[src/rtl/hazard_stall_ctrl_if.sv]
// Decode-stage hazard bus between the D stage and the hazard/stall controller.
// The pipeline is master: it presents the D-stage operand info and consumes the stall controls.
interface hazard_stall_ctrl_if;
  logic [4:0] D_rs;
  logic [4:0] D_rt;
  logic [1:0] D_Tuse_rs;
  logic [1:0] D_Tuse_rt;
  logic [4:0] D_GRF_A3;
  logic       D_GRFWE;
  logic [1:0] D_Tnew;
  logic [1:0] D_MDStart;
  logic       D_MDUse;
  logic       STALL;
  logic       STALL_RESET;
  logic       MD_BUSY;

  modport master (
    output D_rs, D_rt, D_Tuse_rs, D_Tuse_rt, D_GRF_A3, D_GRFWE, D_Tnew, D_MDStart, D_MDUse,
    input  STALL, STALL_RESET, MD_BUSY
  );

  modport slave (
    input  D_rs, D_rt, D_Tuse_rs, D_Tuse_rt, D_GRF_A3, D_GRFWE, D_Tnew, D_MDStart, D_MDUse,
    output STALL, STALL_RESET, MD_BUSY
  );
endinterface

[src/rtl/hazard_stall_ctrl.sv]
// Hazard and stall controller for the 5-stage MIPS pipeline: mirrors the E/M destinations with
// their Tnew, compares them against D-stage Tuse, and holds MDU users while the MDU is busy.
module hazard_stall_ctrl #(
  parameter int unsigned MULT_CYCLES = 5,
  parameter int unsigned DIV_CYCLES  = 10
) (
  input  logic               clk,
  input  logic               RESET,
  hazard_stall_ctrl_if.slave hz
);

  localparam logic [3:0] MULT_LOAD = 4'(MULT_CYCLES);
  localparam logic [3:0] DIV_LOAD  = 4'(DIV_CYCLES);

  logic [4:0] e_a3_r;
  logic       e_we_r;
  logic [1:0] e_tnew_r;
  logic [4:0] m_a3_r;
  logic       m_we_r;
  logic [1:0] m_tnew_r;
  logic [3:0] md_cnt_r;
  logic       start_in_e_r;
  logic       start_div_r;

  logic       haz_rs_s;
  logic       haz_rt_s;
  logic       md_busy_s;
  logic       md_stall_s;
  logic       md_start_s;
  logic       stall_s;

  // A source hazards against one stage only if the value arrives later than it is consumed.
  // Tuse=3 (unused) can never be below a Tnew of at most 2, and $0 is never a dependency.
  function automatic logic src_haz(input logic [4:0] r, input logic [1:0] tu,
                                   input logic [4:0] a3, input logic we, input logic [1:0] tnew);
    return (r != 5'd0) && we && (a3 == r) && (tu < tnew);
  endfunction

  // Stall decision, purely combinational from mirrored state and the D-stage fields.
  always_comb begin
    haz_rs_s   = 1'b0;
    haz_rt_s   = 1'b0;
    md_busy_s  = 1'b0;
    md_stall_s = 1'b0;
    md_start_s = 1'b0;
    stall_s    = 1'b0;
    haz_rs_s   = src_haz(hz.D_rs, hz.D_Tuse_rs, e_a3_r, e_we_r, e_tnew_r)
               | src_haz(hz.D_rs, hz.D_Tuse_rs, m_a3_r, m_we_r, m_tnew_r);
    haz_rt_s   = src_haz(hz.D_rt, hz.D_Tuse_rt, e_a3_r, e_we_r, e_tnew_r)
               | src_haz(hz.D_rt, hz.D_Tuse_rt, m_a3_r, m_we_r, m_tnew_r);
    md_busy_s  = (md_cnt_r != 4'd0);
    if (hz.D_MDUse) begin
      md_stall_s = md_busy_s | start_in_e_r;
    end else begin
      md_stall_s = 1'b0;
    end
    case (hz.D_MDStart)
      2'b01:   md_start_s = 1'b1;
      2'b10:   md_start_s = 1'b1;
      default: md_start_s = 1'b0;
    endcase
    stall_s = haz_rs_s | haz_rt_s | md_stall_s;
  end

  // Pipeline mirror of E/M and the MDU busy counter; RESET overrides everything.
  always_ff @(posedge clk) begin
    if (RESET) begin
      e_a3_r       <= 5'd0;
      e_we_r       <= 1'b0;
      e_tnew_r     <= 2'd0;
      m_a3_r       <= 5'd0;
      m_we_r       <= 1'b0;
      m_tnew_r     <= 2'd0;
      md_cnt_r     <= 4'd0;
      start_in_e_r <= 1'b0;
      start_div_r  <= 1'b0;
    end else begin
      if (stall_s) begin
        e_a3_r   <= 5'd0;
        e_we_r   <= 1'b0;
        e_tnew_r <= 2'd0;
      end else begin
        e_a3_r   <= hz.D_GRF_A3;
        e_we_r   <= hz.D_GRFWE;
        e_tnew_r <= hz.D_Tnew;
      end
      m_a3_r   <= e_a3_r;
      m_we_r   <= e_we_r;
      m_tnew_r <= (e_tnew_r == 2'd0) ? 2'd0 : (e_tnew_r - 2'd1);
      start_in_e_r <= md_start_s & ~stall_s;
      start_div_r  <= (hz.D_MDStart == 2'b10);
      // The busy time starts counting the cycle after the start instruction sits in E.
      if (start_in_e_r) begin
        md_cnt_r <= start_div_r ? DIV_LOAD : MULT_LOAD;
      end else if (md_cnt_r != 4'd0) begin
        md_cnt_r <= md_cnt_r - 4'd1;
      end else begin
        md_cnt_r <= 4'd0;
      end
    end
  end

  assign hz.STALL       = stall_s;
  assign hz.STALL_RESET = stall_s;
  assign hz.MD_BUSY     = md_busy_s;

endmodule

[src/flat_wrapper.sv]
// flat-port wrapper written by rule: the top's interface ports become plain ports
module hazard_stall_ctrl_flat 
#(
  parameter int unsigned MULT_CYCLES = 5,
  parameter int unsigned DIV_CYCLES  = 10
)
  (clk, RESET, hz_D_rs, hz_D_rt, hz_D_Tuse_rs, hz_D_Tuse_rt, hz_D_GRF_A3, hz_D_GRFWE, hz_D_Tnew, hz_D_MDStart, hz_D_MDUse, hz_STALL, hz_STALL_RESET, hz_MD_BUSY);
  hazard_stall_ctrl_if hz_i ();
  input  logic clk;
  input  logic RESET;
  input wire logic [$bits(hz_i.D_rs)-1:0] hz_D_rs;
  input wire logic [$bits(hz_i.D_rt)-1:0] hz_D_rt;
  input wire logic [$bits(hz_i.D_Tuse_rs)-1:0] hz_D_Tuse_rs;
  input wire logic [$bits(hz_i.D_Tuse_rt)-1:0] hz_D_Tuse_rt;
  input wire logic [$bits(hz_i.D_GRF_A3)-1:0] hz_D_GRF_A3;
  input wire logic [$bits(hz_i.D_GRFWE)-1:0] hz_D_GRFWE;
  input wire logic [$bits(hz_i.D_Tnew)-1:0] hz_D_Tnew;
  input wire logic [$bits(hz_i.D_MDStart)-1:0] hz_D_MDStart;
  input wire logic [$bits(hz_i.D_MDUse)-1:0] hz_D_MDUse;
  output wire logic [$bits(hz_i.STALL)-1:0] hz_STALL;
  output wire logic [$bits(hz_i.STALL_RESET)-1:0] hz_STALL_RESET;
  output wire logic [$bits(hz_i.MD_BUSY)-1:0] hz_MD_BUSY;
  assign hz_i.D_rs = hz_D_rs;
  assign hz_i.D_rt = hz_D_rt;
  assign hz_i.D_Tuse_rs = hz_D_Tuse_rs;
  assign hz_i.D_Tuse_rt = hz_D_Tuse_rt;
  assign hz_i.D_GRF_A3 = hz_D_GRF_A3;
  assign hz_i.D_GRFWE = hz_D_GRFWE;
  assign hz_i.D_Tnew = hz_D_Tnew;
  assign hz_i.D_MDStart = hz_D_MDStart;
  assign hz_i.D_MDUse = hz_D_MDUse;
  assign hz_STALL = hz_i.STALL;
  assign hz_STALL_RESET = hz_i.STALL_RESET;
  assign hz_MD_BUSY = hz_i.MD_BUSY;
  hazard_stall_ctrl #(.MULT_CYCLES(MULT_CYCLES), .DIV_CYCLES(DIV_CYCLES)) u_core (.clk(clk), .RESET(RESET), .hz(hz_i));
endmodule
[config.mk]
export PLATFORM = sky130hd
export DESIGN_NAME = hazard_stall_ctrl_flat
export DESIGN_NICKNAME = d
export VERILOG_FILES = /design/src/rtl/hazard_stall_ctrl_if.sv /design/src/rtl/hazard_stall_ctrl.sv /design/src/flat_wrapper.sv
export SDC_FILE = /design/constraint.sdc
export NUM_CORES = 1
export LEC_CHECK = 0
export CAP_MARGIN = 20
export CORE_MARGIN = 10
export CORE_UTILIZATION = 50
export CTS_BUF_LIST = sky130_fd_sc_hd__clkbuf_2
export CTS_CLUSTER_DIAMETER = 100
export DETAILED_ROUTE_END_ITERATION = 6
export PLACE_DENSITY_LB_ADDON = 0.25
export SLEW_MARGIN = 20
export SYNTH_ARGS = -nofsm -noshare
export SYNTH_HDL_FRONTEND = slang
export SYNTH_SLANG_ARGS = --single-unit
[constraint.sdc]
create_clock -name clk -period 2.5 [get_ports clk]
set_input_delay 0.5 -clock clk [delete_from_list [all_inputs] [get_ports clk]]
set_output_delay 0.5 -clock clk [all_outputs]
set_load 0.01 [all_outputs]
# After elaboration in Yosys (flattened, before gate mapping)
# Index checks and enable logic that the tools add are counted.
# op_classes
mux	5
addsub	2
order_cmp	4
n_reduce_logical	19
shift	0
multipliers	0
div_mod_pow	0
bitwise_logic	7
eq_ne	6
# op_table
operator	count
$eq A5 B5 Y1	4
$logic_and A1 B1 Y1	12
$mux W4	3
$reduce_bool A5 Y1	2
$lt A2 B2 Y1	4
$reduce_or A2 Y1	3
$or A1 B1 Y1	5
$reduce_bool A4 Y1	1
$sub A4 B1 Y4 const B	1
$eq A2 B1 Y1 const B	1
$eq A2 B2 Y1 const B	1
$logic_not A2 Y1	1
$mux W1	2
$sub A2 B1 Y2 const B	1
$and A1 B1 Y1	1
$not A1 Y1	1
# totals
n_memories	0
ramBits	0
output_inout_bits	3
ff_bits	22
elab_cells	52
mem_bits_ro	0
latchBits	0
inputBits	27

# Logic depth before layout (Yosys ltp)
# logic_depth
ltp_word	9
depth_mapped	8
mapped_depth_nobuf	6

# Least setup slack after synthesis
# Ideal clock, no wire load.
# synth_path
path_type	input to output
start	in hz_D_Tuse_rs[1]
end	out hz_STALL_RESET
t_arrival_ps	1840
required_time_ps	2000
path_stages	7
slack_ps	160
n_path_buf	2
cell_sequence	ha_1 nand2b_1 nor4_1 a22o_1 clkbuf_1 a221o_1 buf_4
# synth_between
elab_chain_len	5
elab_cells_between_ends	7
cone_classes	order compare (2); bitwise (3); reduce/logical (2)
# synth_rtl
item	line	source
start, declared	flat_wrapper.sv:13	input wire logic [$bits(hz_i.D_Tuse_rs)-1:0] hz_D_Tuse_rs;
$lt A2 B2 Y1	hazard_stall_ctrl.sv:36	return (r != 5'd0) && we && (a3 == r) && (tu < tnew);
$logic_and A1 B1 Y1	hazard_stall_ctrl.sv:36	
$or A1 B1 Y1 (*)	hazard_stall_ctrl.sv:48	| src_haz(hz.D_rs, hz.D_Tuse_rs, m_a3_r, m_we_r, m_tnew_r);
$or A1 B1 Y1 (*) (2 in series)	hazard_stall_ctrl.sv:62	stall_s = haz_rs_s | haz_rt_s | md_stall_s;
end, declared	flat_wrapper.sv:21	output wire logic [$bits(hz_i.STALL_RESET)-1:0] hz_STALL_RESET;
# Mark *: on every way between the ends. The rest lies on a longest branch, timed or not.

# Final worst setup path
# layout_path
start	in hz_D_Tuse_rs[0]
end	out hz_STALL
# layout_between
elab_chain_len	5
elab_cells_between_ends	7
cone_classes	order compare (2); bitwise (3); reduce/logical (2)
# layout_rtl
item	line	source
$lt A2 B2 Y1	hazard_stall_ctrl.sv:36	
$logic_and A1 B1 Y1	hazard_stall_ctrl.sv:36	
$or A1 B1 Y1 (*)	hazard_stall_ctrl.sv:48	
$or A1 B1 Y1 (*) (2 in series)	hazard_stall_ctrl.sv:62	
end, declared	flat_wrapper.sv:20	output wire logic [$bits(hz_i.STALL)-1:0] hz_STALL;
# Marked as above.

==> impl_table.tex <==
\begin{tabular}{lr}
\hline
Metric & Value \\
\hline
\multicolumn{2}{l}{\textbf{Setup path}} \\
\quad CP Capture Type & output pin \\
\quad Required time of the worst setup path & 2.00 ns \\
\quad Reg-to-reg endpoint & u\_core.e\_tnew\_r[1] \\
\quad Worst-path maximum fanout & 2 \\
\quad Origin of the critical flop-to-flop path & u\_core.md\_cnt\_r[1] \\
\quad Worst Setup Path Type & primary input to output pin \\
\quad Critical path startpoint category & primary input \\
\quad Worst endpoint data arrival time & 1.93 ns \\
\quad Reg-to-reg slack, setup & 0.65 ns \\
\quad Depth of the most critical reg-to-reg path & 5 \\
\multicolumn{2}{l}{\textbf{Routing}} \\
\quad First DRT Iteration DRCs & 35 \\
\quad Antenna Violating Nets Remaining & 0 \\
\quad Drt total wl & 2.83 mm \\
\quad Total vias in the final route & 1044 \\
\quad Drt drc & 0 \\
\quad DRT Pass-1 Iters & 4 \\
\quad Mean routed wirelength per cell & 14.7 µm \\
\quad Post-detailed-route via-to-cell ratio & 5.44 \\
\multicolumn{2}{l}{\textbf{Logic synthesis}} \\
\quad Fraction of the mapped netlist area in compound gates & 0.168 \\
\quad Post-synthesis mux area share & 0 \\
\quad Syn\_area\_per\_cell & 9.39 µm² \\
\quad Post-synthesis net count & 162 \\
\quad Xor and xnor fraction of the mapped netlist area & 0.145 \\
\quad Post-synth design cell area & 1210 µm² \\
\quad Flip-flop and latch count after synthesis & 22 \\
\quad Warnings from Yosys & 0 \\
\quad Gate count after technology mapping & 129 \\
\quad Post-synthesis sequential area ratio & 0.364 \\
\quad Top area cells in the synthesized netlist & dfxtp\_1 (36\%), xor2\_1 (14\%), a221oi\_1 (6.5\%) \\
\quad Dominant combinational cell family by area after synthesis & simple AND/OR/NAND/NOR gates \\
\quad Simple-gate share of the synthesized area & 0.221 \\
\quad Share of synthesized cell area in full adder, half adder and majority cells & 0.0620 \\
\quad Synth unique cells & 28 \\
\quad Proportion of netlist area held by the largest area contributor & 0.364 \\
\quad Cell type with the highest aggregate area in the netlist & dfxtp\_1 \\
\multicolumn{2}{l}{\textbf{Placed design}} \\
\quad Weighted congestion at the end of routability-driven global placement & 0.875 \\
\quad Half-perimeter wire length after placement & 2.44 mm \\
\quad Port Buffers & 29 \\
\multicolumn{2}{l}{\textbf{Pwr}} \\
\quad PnR Total Power & 734 µW \\
\quad Leakage power summed over all cells & 0.660 nW \\
\quad Power density over cell area & 467 nW/µm² \\
\quad Peak supply drop & 0.376 mV \\
\multicolumn{2}{l}{\textbf{Timing}} \\
\quad Worst clock skew & 0.0163 ns \\
\quad Worst slew margin relative to its limit & 0.702 \\
\quad Final clock period utilization by the worst path & 0.972 \\
\quad Slew Limit Fails & 0 \\
\quad Worst hold slack across all endpoints & 0.498 ns \\
\quad Max frequency & 0.411 GHz \\
\quad Setup-failing EPs final & 0 \\
\quad Final hold violations & 0 \\
\quad Unrepaired setup endpoints after global routing & no \\
\quad Clock period minus worst slack & 2.43 ns \\
\quad Slew of the pin with the lowest slew margin & 0.446 ns \\
\multicolumn{2}{l}{\textbf{Run status}} \\
\quad Outcome & finished, final reports clean \\
\multicolumn{2}{l}{\textbf{Die}} \\
\quad Count of standard-cell rows & 17 \\
\quad Floorplan die area & 4790 µm² \\
\quad Total core area & 2250 µm² \\
\quad \# IOs & 30 \\
\quad Die Width & 69.2 µm \\
\quad Effective utilization at floorplan & 0.537 \\
\quad DIE HEIGHT & 69.2 µm \\
\multicolumn{2}{l}{\textbf{Min path}} \\
\quad Cell count of the worst hold path & 1 \\
\quad Type of the tightest min-delay check & register to register \\
\quad Launch point of the worst hold path & u\_core.e\_tnew\_r[0] \\
\quad Worst-case hold path end point & u\_core.m\_tnew\_r[0] \\
\multicolumn{2}{l}{\textbf{Layout}} \\
\quad Antenna diode count & 0 \\
\quad Total Nets Final & 198 \\
\quad Final-layout fill cell count & 200 \\
\quad Syn-to-layout area delta & 29.6\% \\
\quad Fraction of layout cells with a size suffix above 1 & 0.104 \\
\multicolumn{2}{l}{\textbf{Global route}} \\
\quad Pin count of the biggest net entering global routing & 14 \\
\quad Overflow left after global routing & 0 \\
\quad Global-route wire length before repair & 4.81 mm \\
\quad Number of antenna violations at the first check in global routing & 0 \\
\quad Number of global-route vias before repair & 1105 \\
\quad Total Routing Usage GR & 0.115 \\
\multicolumn{2}{l}{\textbf{Clock network}} \\
\quad Clk Latency, worst-skew pair & 0.30 ns \\
\quad H-tree lvl count & 1 \\
\quad Clock transition at path regs & 0.19 ns \\
\quad Clock tree from TritonCTS & built \\
\quad TritonCTS buffer count & 3 \\
\quad Clock Sink Count & 22 \\
\quad Largest buffer count on any clock path & 2 \\
\quad Clk root buf & clkbuf\_2 \\
\multicolumn{2}{l}{\textbf{Run}} \\
\quad Number of max-cap violations & 0 \\
\hline
\end{tabular}
-- kinds of logic after synthesis --
group | after synthesis
fa+ha+maj | 6
flops | 22
simple gates | 44
xor+xnor | 20
buf+inv | 12
compound gates | 25
-- metrics by stage --
| step | instance area (µm²) | TNS (ns) | worst slack (ns) | cells | util |
|---|---|---|---|---|---|
| after global placement | 1560 | -0.972 | -0.486 | 186 | 0.690 |
| after global routing | 1570 | 0 | 0.0122 | 192 | 0.696 |
| after floorplan | 1210 | 0 | 0.160 | 129 | - |
| after CTS | 1570 | 0 | 0.0762 | 192 | 0.696 |
| final | 1570 | 0 | 0.0696 | 192 | 0.696 |
| after detailed placement | 1560 | -0.981 | -0.491 | 186 | 0.690 |
-- routing by layer --
layer | part of all wire | GRT usage
met5 | 0 | 0
met4 | 0.0071 | 0.0244
met3 | 0.053 | 0.0399
met2 | 0.47 | 0.194
met1 | 0.47 | 0.135
-- cell type report --
type / count / area [µm²] / area share
clock inverter: 1 / 3.75 / 0.00239
sequential: 22 / 440 / 0.280
timing repair buffer: 37 / 325 / 0.207
clock buffer: 3 / 15.0 / 0.00956
tap: 28 / 35.0 / 0.0223
inverter: 6 / 22.5 / 0.0143
multi-input combinational: 95 / 728 / 0.464
-- report_power, final --
part | internal [mW] | switching [mW] | leakage [nW] | total [mW]
logic | 0.111 | 0.0891 | 0.465 | 0.200
registers | 0.378 | 0.0280 | 0.181 | 0.406
clock network | 0.0348 | 0.0929 | 0.0140 | 0.128
-- how the worst max path moves through the flow --
stage | slack [ns] | depth (start not counted) | from | to
after floorplan | 0.16 | 7 | hz_D_Tuse_rs[1] | hz_STALL_RESET
after global placement | -0.49 | 7 | hz_D_Tuse_rt[1] | hz_STALL
after detailed placement | -0.49 | 7 | hz_D_Tuse_rt[1] | hz_STALL_RESET
after CTS | 0.08 | 6 | hz_D_Tuse_rs[0] | hz_STALL_RESET
after global routing | 0.01 | 6 | hz_D_Tuse_rs[0] | hz_STALL
final | 0.07 | 6 | hz_D_Tuse_rs[0] | hz_STALL
-- synth_stat cells --
library cell and instances:
dfxtp_1 22, clkbuf_1 5, o311ai_0 1, a221o_1 1
or4_4 1, nand2b_1 8, a211oi_1 4, a21oi_1 2
nor4_1 4, nand3b_1 9, a221oi_2 1, o21ai_2 1
nor2_1 5, a22oi_1 1, and3b_1 1, buf_4 1
nor3_1 4, a221oi_1 9, or3_1 1, xor2_1 20
inv_1 6, o21ai_0 2, nor2b_1 7, a22o_1 2
ha_1 6, o21a_1 1, nand2_1 3, nand3_1 1
-- state kept, by name (all words and copies together), names as in the netlist --
register,flops
u_core.m_a3_r,5
u_core.m_we_r,1
u_core.md_cnt_r,4
u_core.e_tnew_r,2
u_core.e_a3_r,5
u_core.e_we_r,1
u_core.start_in_e_r,1
u_core.start_div_r,1
u_core.m_tnew_r,2
-- worst max-delay path: stages --
cell and delay, ns:
clkdlybuf4s50_1 0.48, nand2b_1 0.12, a211oi_1 0.07, a22o_1 0.22, a221o_1 0.38, buf_2 0.15
-- cell usage in the layout (no fill, tap or decap), types with 2 or more instances in the layout --
cell             instances
a211oi_1                 4
nor2b_1                  7
xor2_1                  20
a21oi_1                  2
clkdlybuf4s50_1         15
inv_1                    6
a22o_1                   2
buf_2                    2
nand3b_1                 9
dfxtp_1                 22
nand2_1                  3
o21ai_0                  2
ha_1                     6
nand2b_1                 8
nor3_1                   4
a221oi_1                 9
buf_4                    8
nor4_1                   3
nor2_1                   5
clkbuf_2                 3
dlygate4sd2_1           12
-- repair_timing --
action,in CTS,in global routing
endpoints found under the hold margin,0,0
gates resized for setup,21,0
endpoints found under the setup margin,2,0
setup buffers,2,0
hold buffers,0,0
No activity file was read; power rests on OpenSTA's default activity.
